### config.mk
export PLATFORM = sky130hd
export DESIGN_NAME = midi_voice_allocator
export DESIGN_NICKNAME = d
export VERILOG_FILES = /design/src/rtl/midi_pkg.sv /design/src/rtl/voice_search.sv /design/src/rtl/midi_voice_allocator.sv
export SDC_FILE = /design/constraint.sdc
export NUM_CORES = 1
export LEC_CHECK = 0
export BUFFER_PORTS_ARGS = -buffer_cell sky130_fd_sc_hd__buf_4
export CAP_MARGIN = 40
export CORE_MARGIN = 4
export CORE_UTILIZATION = 28
export DETAILED_ROUTE_END_ITERATION = 8
export GPL_TIMING_DRIVEN = 0
export PLACE_DENSITY_LB_ADDON = 0.05
export SLEW_MARGIN = 20
export SYNTH_ARGS = -nofsm -noshare
export SYNTH_HDL_FRONTEND = slang
export SYNTH_SLANG_ARGS = --single-unit
### constraint.sdc
create_clock -name clk -period 4.69 [get_ports clk]
set_input_delay 0.2345 -clock clk [delete_from_list [all_inputs] [get_ports clk]]
set_output_delay 0.2345 -clock clk [all_outputs]
set_load 0.005 [all_outputs]
### src/rtl/midi_pkg.sv
// midi_pkg: event/state enums and note/velocity types shared by the MIDI receive path and voice allocator.
// Revision 1.0
`default_nettype none

package midi_pkg;

  typedef enum logic {
    EVT_NOTE_OFF = 1'b0,
    EVT_NOTE_ON  = 1'b1
  } evt_type_t;

  typedef enum logic [1:0] {
    IDLE   = 2'd0,
    LOOKUP = 2'd1,
    COMMIT = 2'd2
  } alloc_state_t;

  typedef logic [6:0] note_t;
  typedef logic [6:0] vel_t;

endpackage

`default_nettype wire

### src/rtl/voice_search.sv
// voice_search: combinational lowest-index match/free search and oldest-slot lookup over the voice bank.
// Revision 1.0
`default_nettype none

module voice_search
  import midi_pkg::*;
#(
  parameter  int NUM_VOICES = 8,
  localparam int VW         = $clog2(NUM_VOICES)
) (
  input  logic [NUM_VOICES-1:0]    gates_i,
  input  logic [7*NUM_VOICES-1:0]  notes_i,
  input  logic [VW*NUM_VOICES-1:0] ages_i,
  input  note_t                    key_i,
  output logic                     match_hit_o,
  output logic [VW-1:0]            match_idx_o,
  output logic                     free_hit_o,
  output logic [VW-1:0]            free_idx_o,
  output logic [VW-1:0]            oldest_idx_o
);

  // Scan from the top so the lowest matching index is the last one written.
  always_comb begin
    match_hit_o  = 1'b0;
    match_idx_o  = '0;
    free_hit_o   = 1'b0;
    free_idx_o   = '0;
    oldest_idx_o = '0;
    for (int i = NUM_VOICES - 1; i >= 0; i--) begin
      if (gates_i[i] && (notes_i[7*i +: 7] == key_i)) begin
        match_hit_o = 1'b1;
        match_idx_o = VW'(i);
      end
      if (!gates_i[i]) begin
        free_hit_o = 1'b1;
        free_idx_o = VW'(i);
      end
      if (gates_i[i] && (ages_i[VW*i +: VW] == VW'(NUM_VOICES - 1))) begin
        oldest_idx_o = VW'(i);
      end
    end
  end

endmodule

`default_nettype wire

### src/rtl/midi_voice_allocator.sv
// midi_voice_allocator: assigns note-on/off events to voice slots with retrigger, free reuse and oldest-steal.
// Revision 1.0
`default_nettype none

module midi_voice_allocator
  import midi_pkg::*;
#(
  parameter  int NUM_VOICES = 8,
  localparam int VW         = $clog2(NUM_VOICES)
) (
  input  logic                    clk,
  input  logic                    rst_n,
  input  logic                    evt_valid,
  output logic                    evt_ready,
  input  logic                    evt_note_on,
  input  logic [6:0]              evt_note,
  input  logic [6:0]              evt_velocity,
  input  logic                    panic,
  output logic [NUM_VOICES-1:0]   voice_gate,
  output logic [NUM_VOICES-1:0]   voice_trig,
  output logic [7*NUM_VOICES-1:0] voice_note,
  output logic [7*NUM_VOICES-1:0] voice_velocity,
  output logic                    steal_pulse
);

  alloc_state_t          state_q, state_d;
  evt_type_t             type_q, type_d;
  note_t                 enote_q, enote_d;
  vel_t                  evel_q, evel_d;
  logic                  match_hit_q, match_hit_d, free_hit_q, free_hit_d;
  logic [VW-1:0]         match_idx_q, match_idx_d, free_idx_q, free_idx_d;
  logic [VW-1:0]         oldest_idx_q, oldest_idx_d;
  logic [NUM_VOICES-1:0] gate_q, gate_d, trig_q, trig_d;
  logic                  steal_q, steal_d;
  note_t                 notes_q [NUM_VOICES];
  note_t                 notes_d [NUM_VOICES];
  vel_t                  vels_q  [NUM_VOICES];
  vel_t                  vels_d  [NUM_VOICES];
  logic [VW-1:0]         ages_q  [NUM_VOICES];
  logic [VW-1:0]         ages_d  [NUM_VOICES];

  logic [VW*NUM_VOICES-1:0] ages_flat;
  logic                     s_match_hit, s_free_hit;
  logic [VW-1:0]            s_match_idx, s_free_idx, s_oldest_idx;
  logic [VW-1:0]            tgt_idx, tgt_age;
  logic                     alloc_free;

  for (genvar g = 0; g < NUM_VOICES; g++) begin : g_pack
    assign voice_note[7*g +: 7]     = notes_q[g];
    assign voice_velocity[7*g +: 7] = vels_q[g];
    assign ages_flat[VW*g +: VW]    = ages_q[g];
  end

  voice_search #(.NUM_VOICES(NUM_VOICES)) u_search (
    .gates_i      (gate_q),
    .notes_i      (voice_note),
    .ages_i       (ages_flat),
    .key_i        (enote_q),
    .match_hit_o  (s_match_hit),
    .match_idx_o  (s_match_idx),
    .free_hit_o   (s_free_hit),
    .free_idx_o   (s_free_idx),
    .oldest_idx_o (s_oldest_idx)
  );

  assign evt_ready   = (state_q == IDLE);
  assign voice_gate  = gate_q;
  assign voice_trig  = trig_q;
  assign steal_pulse = steal_q;

  always_comb begin
    state_d      = state_q;
    type_d       = type_q;
    enote_d      = enote_q;
    evel_d       = evel_q;
    match_hit_d  = match_hit_q;
    match_idx_d  = match_idx_q;
    free_hit_d   = free_hit_q;
    free_idx_d   = free_idx_q;
    oldest_idx_d = oldest_idx_q;
    gate_d       = gate_q;
    trig_d       = '0;
    steal_d      = 1'b0;
    notes_d      = notes_q;
    vels_d       = vels_q;
    ages_d       = ages_q;
    alloc_free   = !match_hit_q && free_hit_q;
    tgt_idx      = match_hit_q ? match_idx_q : (free_hit_q ? free_idx_q : oldest_idx_q);
    tgt_age      = ages_q[tgt_idx];

    case (state_q)
      IDLE: begin
        if (evt_valid) begin
          enote_d = evt_note;
          evel_d  = evt_velocity;
          type_d  = (evt_note_on && (evt_velocity != 7'd0)) ? EVT_NOTE_ON : EVT_NOTE_OFF;
          state_d = LOOKUP;
        end
      end
      LOOKUP: begin
        match_hit_d  = s_match_hit;
        match_idx_d  = s_match_idx;
        free_hit_d   = s_free_hit;
        free_idx_d   = s_free_idx;
        oldest_idx_d = s_oldest_idx;
        state_d      = COMMIT;
      end
      COMMIT: begin
        state_d = IDLE;
        if (type_q == EVT_NOTE_ON) begin
          // Free-slot allocation ages every active voice; retrigger/steal only those younger than the target.
          for (int i = 0; i < NUM_VOICES; i++) begin
            if (gate_q[i] && (alloc_free || (ages_q[i] < tgt_age))) begin
              ages_d[i] = ages_q[i] + VW'(1);
            end
          end
          ages_d[tgt_idx]  = '0;
          gate_d[tgt_idx]  = 1'b1;
          notes_d[tgt_idx] = enote_q;
          vels_d[tgt_idx]  = evel_q;
          trig_d[tgt_idx]  = 1'b1;
          steal_d          = !match_hit_q && !free_hit_q;
        end else if (match_hit_q) begin
          for (int i = 0; i < NUM_VOICES; i++) begin
            if (gate_q[i] && (ages_q[i] > ages_q[match_idx_q])) begin
              ages_d[i] = ages_q[i] - VW'(1);
            end
          end
          ages_d[match_idx_q] = '0;
          gate_d[match_idx_q] = 1'b0;
        end
      end
      default: state_d = IDLE;
    endcase

    if (panic) begin
      state_d = IDLE;
      gate_d  = '0;
      trig_d  = '0;
      steal_d = 1'b0;
      for (int i = 0; i < NUM_VOICES; i++) begin
        ages_d[i] = '0;
      end
    end
  end

  always_ff @(posedge clk) begin
    if (!rst_n) begin
      state_q      <= IDLE;
      type_q       <= EVT_NOTE_OFF;
      enote_q      <= '0;
      evel_q       <= '0;
      match_hit_q  <= 1'b0;
      match_idx_q  <= '0;
      free_hit_q   <= 1'b0;
      free_idx_q   <= '0;
      oldest_idx_q <= '0;
      gate_q       <= '0;
      trig_q       <= '0;
      steal_q      <= 1'b0;
      for (int i = 0; i < NUM_VOICES; i++) begin
        notes_q[i] <= '0;
        vels_q[i]  <= '0;
        ages_q[i]  <= '0;
      end
    end else begin
      state_q      <= state_d;
      type_q       <= type_d;
      enote_q      <= enote_d;
      evel_q       <= evel_d;
      match_hit_q  <= match_hit_d;
      match_idx_q  <= match_idx_d;
      free_hit_q   <= free_hit_d;
      free_idx_q   <= free_idx_d;
      oldest_idx_q <= oldest_idx_d;
      gate_q       <= gate_d;
      trig_q       <= trig_d;
      steal_q      <= steal_d;
      notes_q      <= notes_d;
      vels_q       <= vels_d;
      ages_q       <= ages_d;
    end
  end

endmodule

`default_nettype wire

==> flow_metrics.tcl <==
set metrics [dict create \
    wirelength_um 40800 \
    path_buf_inv 3 \
    fillCellCount 3781 \
    grt_pass1_vias 9486 \
    fmax_mhz 235 \
    path_clk_slew_ns 0.08 \
    final_common_cell "nand2_1" \
    switchingPower_w 0.000875 \
    ys.flop_type "dfxtp_1" \
    antenna_found_initial 0 \
    ys_top_cells_by_area "dfxtp_1 37%, nand2_1 12%, a21oi_1 8.7%" \
    grt_usage 0.210 \
    synth_warnings 0 \
    busiest_layer "met2" \
    synth.distinct_cells 55 \
    fin_crit_ns 4.26 \
    io-pin-count 149 \
    clk_latency_ns 0.46 \
    start_kind "flop" \
    max-cap-violations 0 \
    arrival_ns 4.64 \
    critPathKind "flop to flop" \
    final_nets 1521 \
    n_antenna_cell 0 \
    rows 68 \
    switching_share 0.262 \
    finalCritPeriodShare 0.908 \
    grtUsageMet3 0.0328 \
    layout_common_cells "319 x nand2_1, 181 x dfxtp_1, 170 x a21oi_1" \
    async_flop_share 0 \
    tightest_slew_ns 0.854 \
    routedWlPerCell_um 21.3 \
    grt_setup_unrepaired "false" \
    die_h_um 195 \
    dr.pass1.iters 5 \
    r2r_slack_ns 0.43 \
    gp_congestion 0.842 \
    die_x_um 195 \
    power_frac_seq 0.465 \
    synth_edf_count 0 \
    status "finished clean" \
    drt_iter0_markers 544 \
    fin_worst_skew_ns 0.0151 \
    ys_seq_area_frac 0.369 \
    powerDensity_mw_per_mm2 274 \
    cts.htree.levels 4 \
    drc_errors 0 \
    cts_sinks 181 \
    cp_max_fo 10 \
    syn_area_mm2 0.00982 \
    yosysTopAreaCell "dfxtp_1" \
    dieArea_mm2 0.0381 \
    required_ns 5.07 \
    avgSynthCellArea_um2 7.71 \
    root_buffer "clkbuf_16" \
    grt_max_degree 18 \
    power.internal_w 0.00246 \
    cpLargestDelayFamily "multiplexers" \
    vias 9657 \
    drv_slew 0 \
    hold_class "primary input to flop" \
    use_met1 0.278 \
    peakVddDrop_uv 276 \
    clkPwrFrac 0.475 \
    numCtsBuffers 17 \
    start_util 0.284 \
    synth_fp_nets 1349 \
    critPathSlowestCell "o31ai_1" \
    ant_nets 0 \
    p_leak_nw 4.47 \
    slew_headroom 0.431 \
    grt_pass1_wl_um 61100 \
    dp_hpwl_um 30000 \
    port_buffers 148 \
    post_cts_buffers 0 \
    drive_gt1_frac 0.153 \
    synth_cells 1274 \
    clk_path_buf_depth 2 \
    hold_violations 0 \
    ys_ff_latch 181 \
    cts_tree "done" \
    areaGrowthSynthToFinish_pct 23.8 \
    slowest_delay_ns 0.61 \
    synth_top_area_share 0.369 \
    crit_chain "mux2_4, mux2i_4, buf_6, clkbuf_1, mux2i_1, buf_2, ha_1, nand2_1, o31ai_1, mux2_2, a31oi_1" \
    grtUsageMet2 0.356 \
    avgViaCountPerCell 5.05 \
    critPathCaptureType "flop" \
    hold_slack_ns 0.0204 \
    setup_viol 0 \
    p_comb_frac 0.061 \
    timing.setup.tns_ns 0 \
    coreArea_mm2 0.0345 \
    grt_overflow 0 \
]
-- flip-flops by register name, summed over array words and instances (netlist names), 2 cells and up --
signal,count
free_idx_q,3
voice_trig,8
match_idx_q,3
voice_gate,8
ages_flat,24
voice_note,56
oldest_idx_q,3
state_q,2
voice_velocity,56
evel_q,7
enote_q,7
-- tightest hold or removal path: cells and delay by family --
kind	cells	cell delay, ns
buffers and inverters	1	0.11
AND/OR/NAND/NOR	1	0.05
AO/OA/AOI/OAI	1	0.05
-- layer usage --
| layer | up-vias | part of all wire |
|---|---|---|
| li1 | 4719 | - |
| met1 | 4637 | 0.46 |
| met2 | 255 | 0.48 |
| met3 | 46 | 0.041 |
| met4 | 0 | 0.021 |
| met5 | - | 0 |
-- Yosys cell counts, types with 4 or more instances --
cell      number
mux2_4         4
nand2_1      319
ha_1          56
xor2_1         9
or2_2          8
o221a_2        8
nor3_1        12
o311a_1        4
nand2b_1       5
nand3b_1       7
mux4_2         5
and2_1         4
nor3b_1        4
nand3_1       20
o221ai_1       4
a211oi_1      12
o21a_1        16
a21oi_1      170
o21ai_0       57
mux2_2         5
dfxtp_1      181
inv_1         36
mux2i_1       20
xnor2_1       50
nand4_1       20
nor2b_1       11
nor2_1        58
a31oi_1       12
and3_1         5
a22oi_1       18
clkbuf_1      89
-- power groups by stage --
stage | Clock (W) | Sequential [W] | Combinational [W]
after floorplan | 0 | 0.00158 | 0.000117
after global placement | 0 | 0.00159 | 0.000203
after detailed placement | 0 | 0.00159 | 0.000203
after CTS | 0.00162 | 0.00155 | 0.000204
after global routing | 0.00167 | 0.00155 | 0.000220
final | 0.00158 | 0.00155 | 0.000203
-- stage by stage --
stage | area [um2] | power (W) | util | worst slack, ns | std cells
3_3_place_gp | 11500 | 0.00179 | 0.333 | 0.183 | 1877
6_report | 12200 | 0.00334 | 0.352 | 0.433 | 1914
5_1_grt | 12200 | 0.00344 | 0.352 | 0.160 | 1914
2_1_floorplan | 9820 | 0.00170 | - | 1.23 | 1274
4_1_cts | 12200 | 0.00338 | 0.352 | 0.257 | 1914
3_5_place_dp | 11500 | 0.00179 | 0.334 | 0.292 | 1882
-- area by class of cell --
cell class              count  area, um2  share of cell area
clock buffers              19        433              0.0356
plain buffers              92        363              0.0298
repair buffers            153       1140              0.0939
multi-input cells         964       5700               0.469
inverters                  37        139              0.0114
clock inverters            13        191              0.0157
flip-flops and latches    181       3620               0.298
well taps                 455        569              0.0468
-- path summary, 6_finish.rpt --
kind                 startpoint                 end  depth (start not counted)
min                 evt_note[6]          enote_q[6]                          3
min reg2reg  voice_velocity[25]  voice_velocity[25]                          2
max reg2reg          free_hit_q       ages_flat[14]                         11
max                  free_hit_q       ages_flat[14]                         11
-- cells by family after synthesis --
group / synth area share
adder cells (fa/ha/maj): 0.0713
multiplexers: 0.0460
XOR/XNOR: 0.0526
buffers and inverters: 0.0509
AND/OR/NAND/NOR: 0.210
flip-flops: 0.369
AO/OA/AOI/OAI: 0.200
-- what timing repair did --
| item | CTS | global route |
|---|---|---|
| hold endpoints to repair | 0 | 0 |
| hold buffers | 0 | 0 |
| setup endpoints to repair | 0 | 1 |
| gates resized for setup | 0 | 2 |
Power figures use the tool's default switching activity.
